==> src/rtl/sag_serial.sv <==
`default_nettype none
// ============================================================================
// Module      : sag_serial
// Description : Bit-serial SAG / NRSAG unit, one control bit per cycle.
// Revision    : 1.0 - initial release
// ============================================================================
module sag_serial (
  input  logic       clk,
  input  logic       resetn,
  input  logic       in_valid,
  output logic       in_ready,
  input  logic [7:0] in_di,
  input  logic [7:0] in_ci,
  input  logic       in_mode,
  output logic       out_valid,
  input  logic       out_ready,
  output logic [7:0] out_do
);

  localparam logic [1:0] c_IDLE  = 2'd0;
  localparam logic [1:0] c_PASS1 = 2'd1;
  localparam logic [1:0] c_PASS2 = 2'd2;
  localparam logic [1:0] c_DONE  = 2'd3;

  logic [1:0] r_state;
  logic [2:0] r_bitCnt;
  logic [2:0] r_jPtr;
  logic [2:0] r_kPtr;
  logic [7:0] r_data;
  logic [7:0] r_ctrl;
  logic       r_mode;
  logic [7:0] r_res;
  logic [3:0] r_popCnt;

  logic       w_bit;
  logic       w_sel;
  logic       w_last;
  logic [7:0] w_resNext;
  logic [3:0] w_popNext;
  logic [7:0] w_mask;

  assign w_bit     = r_data[r_bitCnt];
  assign w_sel     = r_ctrl[r_bitCnt];
  assign w_last    = (r_bitCnt == 3'd7);
  assign w_popNext = r_popCnt + {3'b000, w_sel};
  // Second-pass control word: the low popcount(ci) bits set (0..8 ones).
  assign w_mask    = ~(8'hFF << w_popNext);

  always_comb begin
    w_resNext = r_res;
    if (w_sel) begin
      w_resNext[r_jPtr] = w_bit;
    end else begin
      w_resNext[r_kPtr] = w_bit;
    end
  end

  always_ff @(posedge clk) begin
    if (!resetn) begin
      r_state  <= c_IDLE;
      r_bitCnt <= 3'd0;
      r_jPtr   <= 3'd0;
      r_kPtr   <= 3'd0;
      r_data   <= 8'h00;
      r_ctrl   <= 8'h00;
      r_mode   <= 1'b0;
      r_res    <= 8'h00;
      r_popCnt <= 4'd0;
    end else begin
      case (r_state)
        c_IDLE: begin
          if (in_valid) begin
            r_data   <= in_di;
            r_ctrl   <= in_ci;
            r_mode   <= in_mode;
            r_bitCnt <= 3'd0;
            r_jPtr   <= 3'd0;
            r_kPtr   <= 3'd7;
            r_res    <= 8'h00;
            r_popCnt <= 4'd0;
            r_state  <= c_PASS1;
          end
        end
        c_PASS1, c_PASS2: begin
          r_res    <= w_resNext;
          r_popCnt <= w_popNext;
          r_bitCnt <= r_bitCnt + 3'd1;
          if (!w_last) begin
            if (w_sel) begin
              r_jPtr <= r_jPtr + 3'd1;
            end else begin
              r_kPtr <= r_kPtr - 3'd1;
            end
          end else if ((r_state == c_PASS1) && r_mode) begin
            // Re-run the same engine on the first-pass result.
            r_data  <= w_resNext;
            r_ctrl  <= w_mask;
            r_res   <= 8'h00;
            r_jPtr  <= 3'd0;
            r_kPtr  <= 3'd7;
            r_state <= c_PASS2;
          end else begin
            r_state <= c_DONE;
          end
        end
        c_DONE: begin
          if (out_ready) begin
            r_state <= c_IDLE;
          end
        end
        default: r_state <= c_IDLE;
      endcase
    end
  end

  assign in_ready  = (r_state == c_IDLE);
  assign out_valid = (r_state == c_DONE);
  assign out_do    = (r_state == c_DONE) ? r_res : 8'h00;

endmodule
`default_nettype wire

==> config.mk <==
export PLATFORM = sky130hd
export DESIGN_NAME = sag_serial
export DESIGN_NICKNAME = d
export VERILOG_FILES = /design/src/rtl/sag_serial.sv
export SDC_FILE = /design/constraint.sdc
export NUM_CORES = 1
export LEC_CHECK = 0
export BUFFER_PORTS_ARGS = -buffer_cell sky130_fd_sc_hd__buf_4
export CAP_MARGIN = 20
export CORE_AREA = 2 2 73 75
export CTS_BUF_LIST = sky130_fd_sc_hd__clkbuf_2 sky130_fd_sc_hd__clkbuf_4 sky130_fd_sc_hd__clkbuf_8
export CTS_CLUSTER_DIAMETER = 150
export DETAILED_ROUTE_END_ITERATION = 8
export DIE_AREA = 0 0 75 77
export GPL_TIMING_DRIVEN = 0
export PLACE_DENSITY = 0.7
export SYNTH_ARGS = -nofsm -noshare
export SYNTH_HDL_FRONTEND = slang
export SYNTH_SLANG_ARGS = --single-unit
==> constraint.sdc <==
create_clock -name clk -period 6.8 [get_ports clk]
set_input_delay 1.36 -clock clk [delete_from_list [all_inputs] [get_ports clk]]
set_output_delay 1.36 -clock clk [all_outputs]
set_load 0.02 [all_outputs]
==> metrics.log, run 1 <==
[metrics] run status: finished clean
[metrics] ratio of routed vias to standard cells: 5.76
[metrics] number of nets in the synthesized netlist: 319
[metrics] CP Capture Type: register
[metrics] core outline area: 4980 sq um
[metrics] full die area: 5780 sq um
[metrics] power per unit of standard cell area: 387 nW/um^2
[metrics] part of the total power dissipated in combinational logic: 51.1%
[metrics] TritonCTS sink count: 40
[metrics] number of storage elements in the synthesis netlist: 40
[metrics] worst slack on hold paths: 0.469 ns
[metrics] static leakage: 1.08 nW
[metrics] worst-path maximum fanout: 10
[metrics] post-DP HPWL: 4.36 mm
[metrics] via count of the first global-routing pass: 2155
[metrics] clock latency on the worst-skew pair: 0.30 ns
[metrics] max-cap violation count: 0
[metrics] Layout area overhead: 17.7%
[metrics] total global routing track utilization: 22.3%
[metrics] buffer count from post-CTS setup fixing: 0
[metrics] clock-pin slew reported for the worst setup and hold paths after clock tree synthesis: 0.09 ns
[metrics] die span in y: 77 microns
[metrics] io pins: 31
[metrics] post-synthesis async set-or-reset flop share: 0%
[metrics] switching power share of the total: 42.9%
[metrics] proportion of power drawn by the clock network: 18.8%
[metrics] met1 routing resource usage after global routing: 29.8%
[metrics] Placed Cells: 389
[metrics] Pre-Repair DR Iteration Count: 4
[metrics] gr busiest metal: met2
[metrics] CTS Buffer Depth: 2
[metrics] via count of the routed design: 2288
[metrics] CP bufs+invs: 3
[metrics] number of instances in the synthesized netlist: 289
[metrics] TritonCTS buffer count: 5
[metrics] setup total negative slack: 0 ns
[metrics] Netlist cell types: 49
[metrics] power spent charging and discharging nets: 478 uW
[metrics] master of the slowest instance on the critical path: sky130_fd_sc_hd__mux4_2
[metrics] Avg Cell Area, Syn: 8.47 sq um
[metrics] Worst Setup Path Type: reg2reg
[metrics] global-route met2 utilization: 36.4%
[metrics] Post-Syn Area: 2450 sq um
[metrics] n_diodes: 0
[metrics] post-route non-filler standard cell count: 397
[metrics] worst IR drop on VDD: 0.000211 V
[metrics] data required time of the worst path: 6.98 ns
[metrics] cell type group with the largest total delay on the critical path: multiplexers
[metrics] row count: 26
[metrics] fraction of met3 tracks used by global routing: 4.60%
[metrics] DRC Markers: 0
[metrics] placed standard-cell area: 2760 sq um
[metrics] share of power burned in registers: 30.1%
[metrics] crit start category: register
[metrics] post-cts hold buffer count: 0
[metrics] maximum number of pins on one net before global-route repair: 14
[metrics] clock tree from TritonCTS: yes
[metrics] number of antenna violations at the first check in global routing: 0
[metrics] Slew Limit Fails: 0
[metrics] routed wire length: 6.02 mm
[metrics] post-layout instance area: 2880 sq um
[metrics] wire length of the first global-routing pass: 10.0 mm
[metrics] drt initial violations: 153
[metrics] Hold Fails Final Rpt: 0
[metrics] count of input and output buffers: 30
[metrics] list of cells traversed by the critical path: buf_6 -> mux4_2 -> mux2_4 -> buf_6 -> buf_4 -> ha_1 -> ha_1 -> or2_2 -> o21ai_0 -> o211ai_1 -> o221ai_1 -> a21boi_0
[metrics] Clock Skews: 0.0113 ns
[metrics] layout net count: 356
[metrics] grt total ovfl: 0
[metrics] final RePlAce weighted congestion: 0.820
[metrics] count of cells resized by post-cts repair: 0
[metrics] # H-tree levels: 2
[metrics] Seq/Total Area, Yosys: 32.7%
[metrics] maximum operating frequency: 313 MHz
[metrics] fraction of layout instances using a drive strength above 1: 17.4%
[metrics] horizontal die dimension: 75 microns
[metrics] class of the tightest hold or removal check: reg2reg
[metrics] number of flops mapped to enable cells by yosys: 0
[metrics] largest stage delay on the critical path: 0.50 ns
[metrics] Tcrit/Tclk final: 47.0%
[metrics] RSZ-0062 raised after global routing: false
[metrics] number of warning messages in the yosys log: 0
[metrics] buffer cell driving the clock tree root: sky130_fd_sc_hd__clkbuf_8
[metrics] fill cell count: 487
[metrics] relative slew slack: 30.7%
[metrics] final-report setup violation count: 0
[metrics] ys flop type: sky130_fd_sc_hd__dfxtp_1
[metrics] DRT antenna net count: 0
[metrics] Initial Utilization: 49.2%
[metrics] worst-margin pin slew: 1.04 ns
[metrics] internal power summed over all cells: 636 uW
[metrics] final period demand of the worst path: 3.19 ns
[metrics] mean routed wirelength per cell: 15.2 microns
[metrics] arrival time of data at the critical path endpoint: 3.37 ns
[layer usage]
metal  wire length, microns  share of wire (%)  vias to the layer above
met5                      0                  0                        -
met4                     59               0.98                        0
met3                    333                5.5                       10
met2                   2890                 48                       54
met1                   2730                 45                     1095
li1                       -                  -                     1129
[cells in the mapped netlist (5+ instances only)]
cell                       instances  area (sq um)
sky130_fd_sc_hd__inv_1             7          26.3
sky130_fd_sc_hd__nor2b_1          14          87.6
sky130_fd_sc_hd__clkbuf_1         12          45.0
sky130_fd_sc_hd__a21boi_0          6          45.0
sky130_fd_sc_hd__ha_1              9           113
sky130_fd_sc_hd__dfxtp_1          40           801
sky130_fd_sc_hd__a22oi_1          14           105
sky130_fd_sc_hd__mux2i_1          13           130
sky130_fd_sc_hd__and2_1           15          93.8
sky130_fd_sc_hd__nand3_1           7          35.0
sky130_fd_sc_hd__o21ai_1          10          50.1
sky130_fd_sc_hd__nand2_1          34           128
sky130_fd_sc_hd__o211ai_1          5          37.5
sky130_fd_sc_hd__o31ai_1           5          37.5
sky130_fd_sc_hd__o21ai_0          37           185
[kinds of logic after synthesis]
logic type / share of synthesized area [%]
AOI/OAI and AO/OA: 27.1
adders and majority gates: 4.60
and+or+nand+nor: 20.6
xor gates and xnor gates: 1.07
DFF: 32.7
muxes: 8.69
buffers and inverters: 5.21
[worst paths after layout]
kind | startpoint | end | slack, ns | depth (start not counted)
worst max-delay path | r_bitCnt[0] | r_ctrl[1] | 3.61 | 12
worst min-delay path | r_res[1] | r_res[1] | 0.47 | 2
worst max register to register | r_bitCnt[0] | r_ctrl[1] | 3.61 | 12
worst min register to register | r_res[1] | r_res[1] | 0.47 | 2
[flip-flops by register name, summed over array words and instances, names as in the netlist]
register  flops
r_bitCnt      3
r_ctrl        8
r_data        8
r_jPtr        3
r_kPtr        3
r_mode        1
r_popCnt      4
r_res         8
r_state       2
[worst reg2reg max path, stage by stage (launching register included)]
cell and delay, ns:
sky130_fd_sc_hd__dfxtp_1 0.36, sky130_fd_sc_hd__buf_6 0.16, sky130_fd_sc_hd__mux4_2 0.50, sky130_fd_sc_hd__mux2_4 0.32, sky130_fd_sc_hd__buf_6 0.16, sky130_fd_sc_hd__buf_4 0.18, sky130_fd_sc_hd__ha_1 0.24, sky130_fd_sc_hd__ha_1 0.26
sky130_fd_sc_hd__or2_2 0.29, sky130_fd_sc_hd__o21ai_0 0.12, sky130_fd_sc_hd__o211ai_1 0.16, sky130_fd_sc_hd__o221ai_1 0.22, sky130_fd_sc_hd__a21boi_0 0.11
[cell usage in the layout (no fill, tap or decap), types with 10 or more instances in the layout]
| cell | instances |
|---|---|
| sky130_fd_sc_hd__a22oi_1 | 14 |
| sky130_fd_sc_hd__and2_1 | 15 |
| sky130_fd_sc_hd__buf_4 | 31 |
| sky130_fd_sc_hd__clkbuf_1 | 12 |
| sky130_fd_sc_hd__dfxtp_1 | 40 |
| sky130_fd_sc_hd__mux2i_1 | 13 |
| sky130_fd_sc_hd__nand2_1 | 34 |
| sky130_fd_sc_hd__nor2b_1 | 14 |
| sky130_fd_sc_hd__o21ai_0 | 37 |
| sky130_fd_sc_hd__o21ai_1 | 10 |
[stage by stage]
| stage | power [mW] | worst slack, ns | utilization (%) |
|---|---|---|---|
| 2_1_floorplan | 0.760 | 3.96 | - |
| 3_3_place_gp | 0.895 | 3.70 | 55.5 |
| 3_5_place_dp | 0.905 | 3.65 | 55.5 |
| 4_1_cts | 1.12 | 3.61 | 57.9 |
| 5_1_grt | 1.20 | 3.39 | 57.9 |
| 6_report | 1.11 | 3.61 | 57.9 |
[power by group through the flow]
stage          Clock [mW]  Sequential (mW)  Combinational, mW
2_1_floorplan           0            0.329              0.431
3_3_place_gp            0            0.338              0.557
3_5_place_dp            0            0.340              0.565
4_1_cts             0.213            0.335              0.569
5_1_grt             0.223            0.343              0.637
6_report            0.209            0.335              0.569
[area by class of cell]
| class | count | area [sq um] | share of cell area [%] |
|---|---|---|---|
| multi-input cells | 221 | 1520 | 52.7 |
| flip-flops and latches | 40 | 801 | 27.8 |
| repair buffers | 30 | 225 | 7.82 |
| plain buffers | 21 | 101 | 3.52 |
| well taps | 70 | 87.6 | 3.04 |
| clock buffers | 6 | 82.6 | 2.87 |
| clock inverters | 2 | 38.8 | 1.35 |
| inverters | 7 | 26.3 | 0.912 |
Power figures use the tool's default switching activity.
==> run 2: changes to the inputs <==
Clock period 6.8 ns to 3 ns, I/O delays scaled along.
==> run 2 against run 1 <==
Wire length about the same. Sequential cell count unchanged. Maximum frequency increased by 12%. Clock power increased by 130%. Combinational power increased by 130%. Total power increased by 130%. Worst setup slack got worse by 3.4 ns. Via count decreased by 0.26%. Sequential share of layout area decreased by 0.31 points. Critical path type unchanged. Largest power group unchanged.
==> metrics.log, run 2 (synthesis gave the netlist of run 1 again) <==
[metrics] number of antenna violations at the first check in global routing: 0
[metrics] wire length of the first global-routing pass: 10.1 mm
[metrics] clock tree from TritonCTS: yes
[metrics] n_diodes: 0
[metrics] CTS Buffer Depth: 2
[metrics] core outline area: 4980 sq um
[metrics] final period demand of the worst path: 2.84 ns
[metrics] data required time of the worst path: 3.19 ns
[metrics] most common cell after layout, fill and taps aside: sky130_fd_sc_hd__dfxtp_1
[metrics] clock latency on the worst-skew pair: 0.30 ns
[metrics] Layout area overhead: 19.3%
[metrics] placed standard-cell area: 2760 sq um
[metrics] Initial Utilization: 49.2%
[metrics] largest stage delay on the critical path: 0.49 ns
[metrics] post-layout instance area: 2920 sq um
[metrics] horizontal die dimension: 75 microns
[metrics] layout net count: 357
[metrics] Worst Setup Path Type: reg2reg
[metrics] mean routed wirelength per cell: 15.1 microns
[metrics] fill cell count: 482
[metrics] maximum operating frequency: 352 MHz
[metrics] total power after layout: 2.57 mW
[metrics] total global routing track utilization: 22.4%
[metrics] row count: 26
[metrics] die span in y: 77 microns
[metrics] worst-margin pin slew: 1.03 ns
[metrics] crit start category: register
[metrics] final core area utilization: 58.6%
[metrics] TritonCTS buffer count: 5
[metrics] area taken by flip-flops and latches: 802 sq um
[metrics] Slew Limit Fails: 0
[metrics] worst IR drop on VDD: 0.000498 V
[metrics] class of the tightest hold or removal check: reg2reg
[metrics] Hold Fails Final Rpt: 0
[metrics] DRC Markers: 0
[metrics] TritonCTS sink count: 40
[metrics] full die area: 5780 sq um
[metrics] drt initial violations: 149
[metrics] list of cells traversed by the critical path: buf_6 -> mux4_2 -> mux2_4 -> buf_6 -> buf_6 -> ha_4 -> ha_2 -> or2_2 -> o21ai_2 -> o211ai_1 -> o221ai_2 -> a21boi_1
[metrics] grt total ovfl: 0
[metrics] run status: finished clean
[metrics] max-cap violation count: 0
[metrics] worst-path maximum fanout: 10
[metrics] worst slack on hold paths: 0.462 ns
[metrics] post-cts hold buffer count: 0
[metrics] clock-pin slew reported for the worst setup and hold paths after clock tree synthesis: 0.08 ns
[metrics] count of input and output buffers: 30
[metrics] proportion of power drawn by the clock network: 18.6%
[metrics] routed wire length: 6.01 mm
[metrics] share of power burned in registers: 29.8%
[metrics] Worst path most repeated cell: sky130_fd_sc_hd__buf_6
[metrics] ratio of routed vias to standard cells: 5.73
[metrics] post-DP HPWL: 4.36 mm
[metrics] area occupied by multi-input gates: 1540 sq um
[metrics] Tcrit/Tclk final: 94.8%
[metrics] part of the total power dissipated in combinational logic: 51.6%
[metrics] power spent charging and discharging nets: 1.10 mW
[metrics] final RePlAce weighted congestion: 0.820
[metrics] RSZ-0062 raised after global routing: false
[metrics] commonest cells after routing, fill and taps aside: sky130_fd_sc_hd__dfxtp_1, sky130_fd_sc_hd__o21ai_0, sky130_fd_sc_hd__nand2_1
[metrics] final setup slack of the worst path: 0.157 ns
[metrics] cell depth of the worst flop-to-flop path: 12
[metrics] fraction of layout instances using a drive strength above 1: 19.2%
[metrics] arrival time of data at the critical path endpoint: 3.03 ns
[metrics] buffer cell driving the clock tree root: sky130_fd_sc_hd__clkbuf_8
[metrics] largest registers ranked by flip-flop count: r_ctrl: 8 flops, r_data: 8 flops, r_res: 8 flops
[metrics] master of the slowest instance on the critical path: sky130_fd_sc_hd__mux4_2
[metrics] DRT antenna net count: 0
[metrics] internal power summed over all cells: 1.47 mW
[metrics] io pins: 31
[metrics] via count of the routed design: 2282
[metrics] via count of the first global-routing pass: 2164
[metrics] relative slew slack: 31.1%
[metrics] maximum number of pins on one net before global-route repair: 14
[metrics] CP Capture Type: register
[metrics] Pre-Repair DR Iteration Count: 4
[metrics] Clock Skews: 0.0122 ns
[metrics] final-report setup violation count: 0
[metrics] post-place setup slack: -0.155 ns
[metrics] switching power share of the total: 42.9%
[metrics] static leakage: 1.09 nW
[metrics] cell count of the worst hold path: 2
[metrics] # H-tree levels: 2
[metrics] power per unit of standard cell area: 879 nW/um^2
==> run 2: cell types whose count changed in the layout (fill, tap and decap cells not counted), sizes merged <==
| cell | delta |
|---|---|
| buf | +1 |
==> run 2: routing by layer <==
metal	wire, microns	GRT usage (%)	vias up
li1	-	-	1134
met2	2920	36.4	52
met5	0	0	-
met3	258	4.60	5
met4	44	5.00	0
met1	2790	30.1	1091
==> run 2: worst max-delay path, delay by kind of cell, from the launching register on <==
| family | cells | cell delay (ns) |
|---|---|---|
| muxes | 2 | 0.81 |
| AOI/OAI and AO/OA | 4 | 0.50 |
| buffers and inverters | 3 | 0.42 |
| adders and majority gates | 2 | 0.38 |
| DFF | 1 | 0.34 |
| and+or+nand+nor | 1 | 0.29 |
==> run 2: worst paths after layout <==
kind	from	to	slack, ns
worst max register to register	r_bitCnt[0]	r_ctrl[1]	0.16
worst min register to register	r_ctrl[1]	r_ctrl[1]	0.46
worst min-delay path	r_ctrl[1]	r_ctrl[1]	0.46
worst max-delay path	r_bitCnt[0]	r_ctrl[1]	0.16
==> run 2: repair_timing <==
| item | in CTS | in global routing |
|---|---|---|
| resized for setup | 5 | 5 |
| setup endpoints to repair | 8 | 7 |
| setup buffers | 1 | 0 |
| pin swaps | 2 | 2 |
==> run 2: metrics by stage <==
stage,setup TNS (ns),std cells
after global routing,0,398
after detailed placement,-0.279,389
after floorplan,0,289
after global placement,-0.129,389
final,0,398
after CTS,0,398
==> run 2: area by class of cell <==
cell class                 instances  area share, %
buffer                            21           3.60
multi-input combinational        221           52.9
timing repair buffer              31           7.97
inverter                           7          0.900
clock inverter                     2           1.33
clock buffer                       6           2.83
tap                               70           3.00
sequential                        40           27.5
==> run 2: power groups by stage <==
stage / sequential, mW / combinational (mW) / clock (mW)
after global routing: 0.780 / 1.48 / 0.505
after global placement: 0.766 / 1.26 / 0
final: 0.764 / 1.32 / 0.478
after detailed placement: 0.770 / 1.28 / 0
after floorplan: 0.745 / 0.978 / 0
after CTS: 0.761 / 1.30 / 0.483
